===== src/rtl/uart_pkg.sv =====
// uart_pkg: shared types and constants for the Segway command UART receive path.
package uart_pkg;

  typedef enum logic [1:0] {
    IDLE,
    START,
    DATA,
    STOP
  } rx_state_t;

  localparam int          BAUD_DIV_DEF = 5208;
  localparam int          CNT_W        = 13;

  localparam logic [7:0]  CMD_GO       = 8'h47;
  localparam logic [7:0]  CMD_STOP     = 8'h53;

  function automatic logic maj3(input logic a, input logic b, input logic c);
    return (a & b) | (a & c) | (b & c);
  endfunction

endpackage


===== src/rtl/uart_baud_cnt.sv =====
// uart_baud_cnt: loadable 13-bit down-counter; o_tick is high while the count is zero,
// and the counter reloads to a full bit period on that same cycle unless loaded.
module uart_baud_cnt
  import uart_pkg::*;
#(
  parameter int BAUD_DIV = BAUD_DIV_DEF
) (
  input  logic             i_clk,
  input  logic             i_rst,
  input  logic             i_load,
  input  logic [CNT_W-1:0] i_load_val,
  output logic             o_tick
);

  localparam logic [CNT_W-1:0] RELOAD = CNT_W'(BAUD_DIV - 1);

  logic [CNT_W-1:0] r_cnt;

  assign o_tick = (r_cnt == '0);

  always_ff @(posedge i_clk or posedge i_rst) begin
    if (i_rst) begin
      r_cnt <= RELOAD;
    end else if (i_load) begin
      r_cnt <= i_load_val;
    end else if (o_tick) begin
      r_cnt <= RELOAD;
    end else begin
      r_cnt <= r_cnt - 1'b1;
    end
  end

endmodule


===== src/rtl/uart_rx_frm.sv =====
// uart_rx_frm: 8N1 receiver producing rx_data/rdy (clr_rdy handshake) and frm_err.
// Build option UART_RX_MAJ_VOTE_EN: each bit is a 2-of-3 vote of rx_s at cnt=2,1,0.
module uart_rx_frm
  import uart_pkg::*;
#(
  parameter int BAUD_DIV = BAUD_DIV_DEF
) (
  input  logic       clk,
  input  logic       rst,
  input  logic       RX,
  input  logic       clr_rdy,
  output logic [7:0] rx_data,
  output logic       rdy,
  output logic       frm_err
);

  localparam logic [CNT_W-1:0] HALF_M1 = CNT_W'(BAUD_DIV / 2 - 1);
  localparam logic [CNT_W-1:0] FULL_M1 = CNT_W'(BAUD_DIV - 1);

  logic             r_sync1;
  logic             r_rx_s;
  logic             r_rx_d1;
  rx_state_t        r_state;
  logic [7:0]       r_shreg;
  logic [3:0]       r_bit_cnt;

  logic             w_tick;
  logic             w_fall;
  logic             w_bit;
  logic             w_load;
  logic [CNT_W-1:0] w_load_val;

  always_ff @(posedge clk or posedge rst) begin
    if (rst) begin
      r_sync1 <= 1'b1;
      r_rx_s  <= 1'b1;
      r_rx_d1 <= 1'b1;
    end else begin
      r_sync1 <= RX;
      r_rx_s  <= r_sync1;
      r_rx_d1 <= r_rx_s;
    end
  end

  assign w_fall = ~r_rx_s & r_rx_d1;

`ifdef UART_RX_MAJ_VOTE_EN
  // The counter always runs down through 2,1,0 before a tick, so the rx_s
  // history at the tick holds exactly the samples taken at cnt=2 and cnt=1.
  logic r_rx_d2;

  always_ff @(posedge clk or posedge rst) begin
    if (rst) begin
      r_rx_d2 <= 1'b1;
    end else begin
      r_rx_d2 <= r_rx_d1;
    end
  end

  assign w_bit = maj3(r_rx_d2, r_rx_d1, r_rx_s);
`else
  assign w_bit = r_rx_s;
`endif

  always_comb begin
    w_load     = 1'b0;
    w_load_val = FULL_M1;
    if (r_state == IDLE && w_fall) begin
      w_load     = 1'b1;
      w_load_val = HALF_M1;
    end else if (r_state == START && w_tick && !w_bit) begin
      w_load     = 1'b1;
      w_load_val = FULL_M1;
    end
  end

  uart_baud_cnt #(
    .BAUD_DIV(BAUD_DIV)
  ) u_baud (
    .i_clk      (clk),
    .i_rst      (rst),
    .i_load     (w_load),
    .i_load_val (w_load_val),
    .o_tick     (w_tick)
  );

  always_ff @(posedge clk or posedge rst) begin
    if (rst) begin
      r_state   <= IDLE;
      r_shreg   <= '0;
      r_bit_cnt <= '0;
      rx_data   <= '0;
      rdy       <= 1'b0;
      frm_err   <= 1'b0;
    end else begin
      // Clear first so a same-cycle set from STOP takes priority.
      if (clr_rdy) begin
        rdy <= 1'b0;
      end
      case (r_state)
        IDLE: begin
          if (w_fall) begin
            r_state <= START;
          end
        end
        START: begin
          if (w_tick) begin
            if (w_bit) begin
              r_state <= IDLE;
            end else begin
              rdy       <= 1'b0;
              r_bit_cnt <= '0;
              r_state   <= DATA;
            end
          end
        end
        DATA: begin
          if (w_tick) begin
            r_shreg   <= {w_bit, r_shreg[7:1]};
            r_bit_cnt <= r_bit_cnt + 4'd1;
            if (r_bit_cnt == 4'd7) begin
              r_state <= STOP;
            end
          end
        end
        STOP: begin
          if (w_tick) begin
            r_state <= IDLE;
            if (w_bit) begin
              rx_data <= r_shreg;
              rdy     <= 1'b1;
              frm_err <= 1'b0;
            end else begin
              frm_err <= 1'b1;
            end
          end
        end
        default: r_state <= IDLE;
      endcase
    end
  end

endmodule

===== config.mk =====
export PLATFORM = sky130hd
export DESIGN_NAME = uart_rx_frm
export DESIGN_NICKNAME = d
export VERILOG_FILES = /design/src/rtl/uart_pkg.sv /design/src/rtl/uart_baud_cnt.sv /design/src/rtl/uart_rx_frm.sv
export SDC_FILE = /design/constraint.sdc
export NUM_CORES = 1
export LEC_CHECK = 0
export ABC_AREA = 1
export BUFFER_PORTS_ARGS = -buffer_cell sky130_fd_sc_hd__buf_2
export CORE_ASPECT_RATIO = 1.1
export CORE_UTILIZATION = 63
export DETAILED_ROUTE_END_ITERATION = 10
export GPL_TIMING_DRIVEN = 0
export PLACE_DENSITY = 0.93
export SLEW_MARGIN = 20
export SYNTH_ARGS = -nofsm -noshare
export SYNTH_HDL_FRONTEND = slang
export SYNTH_SLANG_ARGS = --single-unit

===== constraint.sdc =====
create_clock -name clk -period 3.73 [get_ports clk]
set_input_delay 0.746 -clock clk [delete_from_list [all_inputs] [get_ports clk]]
set_output_delay 0.746 -clock clk [all_outputs]
set_load 0.02 [all_outputs]

Word level (Yosys, flattened, before mapping):

Index checks and enable logic that the tools add are counted.

* input port bits: 4
* output and inout bits: 10
* flip-flop bits (word level): 40

* bitwise logic cells: 2
* add/subtract/negate cells: 2
* equality and inequality tests: 10
* mux-type cells: 23
* reductions and logical operators: 12

Operator list (count)
* two-way mux 13 bit: 3
* logical NOT 13 bit: 1
* subtractor 13 x 1 -> 13 bit, second input constant: 1
* two-way mux 2 bit: 6
* two-way mux 4 bit: 3
* inequality test 2 bit, second input constant: 6
* two-way mux 1 bit: 8
* one-hot mux 2 bit (4 select lines): 1
* one-hot mux 4 bit (2 select lines): 1
* AND reduction 5 bit: 1
* adder 4 x 1 -> 4 bit, second input constant: 1
* equality test 2 bit, second input constant: 2
* equality test 4 x 3 -> 1 bit, second input constant: 1
* AND reduction 2 bit: 2
* AND reduction 4 bit: 1
* logical AND 1 bit: 3
* AND reduction 3 bit: 1
* equality test 2 x 1 -> 1 bit, second input constant: 1
* logical NOT 2 bit: 1
* one-hot mux 1 bit (2 select lines): 1
* nonzero test 2 bit: 1
* bitwise AND 1 bit: 1
* logical NOT 1 bit: 1
* inverter 1 bit: 1

Longest topological paths before layout:

* word-level depth: 6
* gate-level depth with buffers: 11
* depth with buffers taken out: 10

Hierarchy:

From an unflattened synthesis, not the netlist that was laid out.

* cells, all modules: 239
* area, all modules: 2035.7 um^2

Modules (own cells, without submodules)
* uart_rx_frm: seq. area each 679.4 um^2, cells each 119, area an instance 1163.6 um^2, instances 1
* uart_baud_cnt: seq. area each 334.1 um^2, cells each 120, area an instance 872.1 um^2, instances 1

Worst setup path before layout:

Ideal clock, no wire load.

* kind: register to register
* start: register u_baud.r_cnt[0]
* end: register r_bit_cnt[1]
* arrival: 1385 ps
* slack: 2227 ps
* period minus slack after synthesis: 1503 ps
* path buffers: 1
* stages on the path, launching flop included: 12
* cell sequence: dfstp_2 -> inv_1 -> ha_1 -> nand2_1 -> nor2_2 -> nand2_4 -> inv_4 -> nand2_4 -> inv_2 -> buf_6 -> nand2_1 -> nand2_1

* word-level cells in the longest chain between the ends: 3
* elaborated cells on any way between the ends: 4

RTL lines
* start: declaration: RTL line uart_baud_cnt.sv:17 `logic [CNT_W-1:0] r_cnt;`
* start signal: assignment: RTL line uart_baud_cnt.sv:25 `r_cnt <= i_load_val;`
* start signal: assignment: RTL line uart_baud_cnt.sv:29 `r_cnt <= r_cnt - 1'b1;`
* logical NOT 13 bit (*): RTL line uart_baud_cnt.sv:19 `assign o_tick = (r_cnt == '0);`
* inequality test 2 bit (no source line)
* AND reduction 4 bit (no source line) (*)
* end signal: assignment: RTL line uart_rx_frm.sv:120 `r_bit_cnt <= r_bit_cnt + 4'd1;`
* end: declaration: RTL line uart_rx_frm.sv:25 `logic [3:0] r_bit_cnt;`

Every way passes the cells marked *; elsewhere a longest branch is shown, timed or not.
A chain may end at the register's enable or synchronous reset.

Worst setup path after layout:

* start: register u_baud.r_cnt[0]
* end: register frm_err

* word-level cells in the longest chain between the ends: 2

RTL lines
* logical NOT 13 bit: RTL line uart_baud_cnt.sv:19
* AND reduction 2 bit (no source line)
* end signal: assignment: RTL line uart_rx_frm.sv:94 `frm_err <= 1'b0;`
* end signal: assignment: RTL line uart_rx_frm.sv:132 `frm_err <= 1'b0;`
* end signal: assignment: RTL line uart_rx_frm.sv:134 `frm_err <= 1'b1;`
* end: declaration: RTL line uart_rx_frm.sv:14 `output logic frm_err`

Every way passes these cells.

==> metrics.md <==
| Metric | Value |
|---|---|
| Outcome | completed |
| Highest-delay cell along the critical path | sky130_fd_sc_hd__dfstp_2 |
| Hold violation total from the final report | 0 |
| Leakage power summed over all cells | 1.17 nW |
| Number of buffers inserted by port buffering | 13 |
| Final setup slack of the worst path | 2070 ps |
| Cell count after synthesis | 220 |
| Clock buffers created by TritonCTS | 5 |
| Crit start category | flop |
| Flops & latches, synth | 40 |
| Worst Clk Skew | 6.79 ps |
| Type of the worst setup path | reg2reg |
| Routed WL | 3290 µm |
| Time the worst path needs with I/O delays and setup | 1660 ps |
| Final antenna-violating net count | 0 |
| HPWL after detailed placement | 2400 µm |
| Final weighted congestion of routability-driven global placement | 0.797 |
| Maximum number of pins on one net before global-route repair | 30 |
| Clock transition at the registers of the reported paths | 110 ps |
| Residual DRC count | 0 |
| All-Layer GR Usage | 24.8% |
| Final design utilization | 73.3% |
| Starting DRC count in detailed routing | 44 |
| Largest fanout on the critical path | 10 |
| Total vias in the final route | 1442 |
| Layout overhead on the synthesized area | 9.91% |
| Worst stage delay on the critical path | 390 ps |
| Count of cells resized by post-cts repair | 0 |
| Overall die width | 53.9 µm |
| Placed instance area | 2000 µm² |
| Overall power of the completed layout | 1.05 mW |
| Critical path required time | 3960 ps |
| Finish-stage setup viols | 0 |
| Slew HR | 76.9% |
| Number of I/O pins | 14 |
| Mux cell area share after synthesis | 0% |
| DIE HEIGHT | 59.1 µm |
| WP depth | 8 |
| Worst setup slack before clock tree synthesis | 2080 ps |
| Via count normalized by instance count | 5.24 |
| Routed wire per std cell | 12.0 µm |
| N_diodes | 0 |
| Buf+Inv Stages, Crit Path | 1 |
| Total power divided by cell area | 513 nW/µm² |
| Count of unique library cells instantiated by Yosys | 27 |
| GRT Residual Overflow | 0 |
| R2r worst-path depth | 8 |
| Yosys warns | 0 |
| Antenna violations before repair | 0 |
| Adder-cell share of the synthesized area | 2.01% |
| Period utilization | 44.5% |
| Number of global-route vias before repair | 1365 |
| Filler Cells Inserted | 215 |
| Class of the tightest hold or removal check | in2async |
| Clock latency on the worst-skew pair | 340 ps |
| Detailed-router iteration count before antenna repair | 4 |
| Wire length of the first global-routing pass | 5510 µm |
| Clock tree sinks | 40 |
| Setup repair after global routing missed its margin | false |
| Starting Density | 66.7% |
| Number of rows created at floorplan | 20 |
| Worst-case vdd ir drop | 0.000354 V |
| Placeable Area | 2800 µm² |
| Floorplan die area | 3190 µm² |
| Synth Area per Inst | 8.50 µm² |
| Max-capacitance violation count | 0 |
| Share of post-route cells with drive strength above 1 | 19.4% |
| Final-stage net count | 248 |
| Count of pins over their slew limit | 0 |
| Xor-xnor portion of the synthesized cell area | 2.34% |
| Simple-gate share of the synthesized area | 33.3% |
| Most frequent cells in the layout | sky130_fd_sc_hd__nand2_1, sky130_fd_sc_hd__dfrtp_1, sky130_fd_sc_hd__nand3_1 |
| # Post-CTS Setup Buffers | 0 |
| Setup TNS | 0 ps |
| Post-Syn Area | 1870 µm² |
| Area fraction in compound gates after synthesis | 2.68% |
| Endpoint kind of the worst setup timing path | flop |
| Buffer type at the clock tree root | sky130_fd_sc_hd__clkbuf_4 |
| Number of H-tree branching levels | 2 |
| Transition time at the pin with the least slew margin | 345 ps |
| Cells along the critical path | inv_1 > ha_1 > nand2_1 > nor2_2 > nand2_4 > nor2_8 > nand2_2 > o21a_1 |
| Most common cell after layout, fill and taps aside | sky130_fd_sc_hd__nand2_1 |
| Post-cts hold buffer count | 0 |
| TritonCTS clock tree | done |
| Fmax | 0.603 GHz |
| Post-route cell area | 2050 µm² |
| Bufs on Longest Clock Path | 2 |
| Largest family of logic cells by synthesized area | simple AND/OR/NAND/NOR gates |
| Register area share after synthesis | 54.2% |
| Family with the most delay on the worst path | simple AND/OR/NAND/NOR gates |
| Data arrival, critical path | 1890 ps |
| Net count after synthesis | 227 |
==> cells in the mapped netlist, drive strengths merged <==
master	number	share of area, %
ha	3	2.0
xnor2	2	0.94
dfstp	10	14
dfrtp	30	40
a31oi	2	0.67
nor3	2	0.54
nand2	88	19
nor2	24	6.6
nand3	22	5.9
buf	3	1.3
nand3b	1	0.40
o21ai	5	1.3
nor3b	2	0.80
a21oi	1	0.27
o21a	1	0.40
inv	20	4.1
or2	1	0.33
xor2	3	1.4
==> worst paths after layout <==
check	endpoint	slack, ps	from
setup / recovery	frm_err	2070	u_baud.r_cnt[0]
hold / removal	rx_data[6]	330	rst
setup reg to reg	frm_err	2070	u_baud.r_cnt[0]
hold reg to reg	r_rx_s	360	r_sync1
max in group asynchronous	r_rx_s	2880	rst
min in group clk	r_rx_s	360	r_sync1
==> worst register-to-register path: stages, from the launching register on <==
cell	delay [ps]
sky130_fd_sc_hd__dfstp_2	390
sky130_fd_sc_hd__inv_1	100
sky130_fd_sc_hd__ha_1	150
sky130_fd_sc_hd__nand2_1	60
sky130_fd_sc_hd__nor2_2	190
sky130_fd_sc_hd__nand2_4	150
sky130_fd_sc_hd__nor2_8	190
sky130_fd_sc_hd__nand2_2	170
sky130_fd_sc_hd__o21a_1	160
==> flip-flops by register name (all words and copies together) (netlist names), named ones only <==
name	cells
r_rx_d1	1
r_state	1
r_bit_cnt	4
frm_err	1
u_baud.r_cnt	13
r_sync1	1
r_shreg	8
rx_data	8
r_rx_s	1
rdy	1
==> layout make-up <==
| class | instances | area (µm²) | share of cell area [%] |
|---|---|---|---|
| Buffer | 3 | 23.8 | 1.16 |
| Clock buffer | 8 | 58.8 | 2.86 |
| Inverter | 20 | 77.6 | 3.78 |
| Multi-Input combinational cell | 157 | 754 | 36.7 |
| Sequential cell | 40 | 1010 | 49.3 |
| Tap cell | 33 | 41.3 | 2.01 |
| Timing Repair Buffer | 14 | 85.1 | 4.14 |
==> cells by family (layout without fill, tap and decap cells) <==
| group | count (synthesis) | count (layout) |
|---|---|---|
| XOR/XNOR | 5 | 5 |
| AO/OA/AOI/OAI | 9 | 9 |
| adder cells (fa/ha/maj) | 3 | 3 |
| flip-flops | 40 | 40 |
| AND/OR/NAND/NOR | 140 | 140 |
| buffers and inverters | 23 | 45 |
==> power by group <==
group	total [mW]	internal [mW]	switching [mW]	leakage, nW
registers	0.572	0.516	0.0567	0.502
logic	0.258	0.0942	0.164	0.633
clock network	0.225	0.0932	0.131	0.0326
==> routing by layer <==
layer / vias up / global-route usage, % / part of all wire, %
met3: 8 / 6.92 / 3.5
met1: 676 / 28.2 / 45
li1: 728 / - / -
met5: - / 0 / 0
met2: 30 / 43.2 / 50
met4: 0 / 9.02 / 1.7
==> metrics by stage <==
step                      std cells  hold WS, ps
after global routing            275          331
after CTS                       275          323
after global placement          266          346
after detailed placement        267          347
after floorplan                 220          345
final                           275          332
Note: power is estimated with default switching activity, not from simulation.
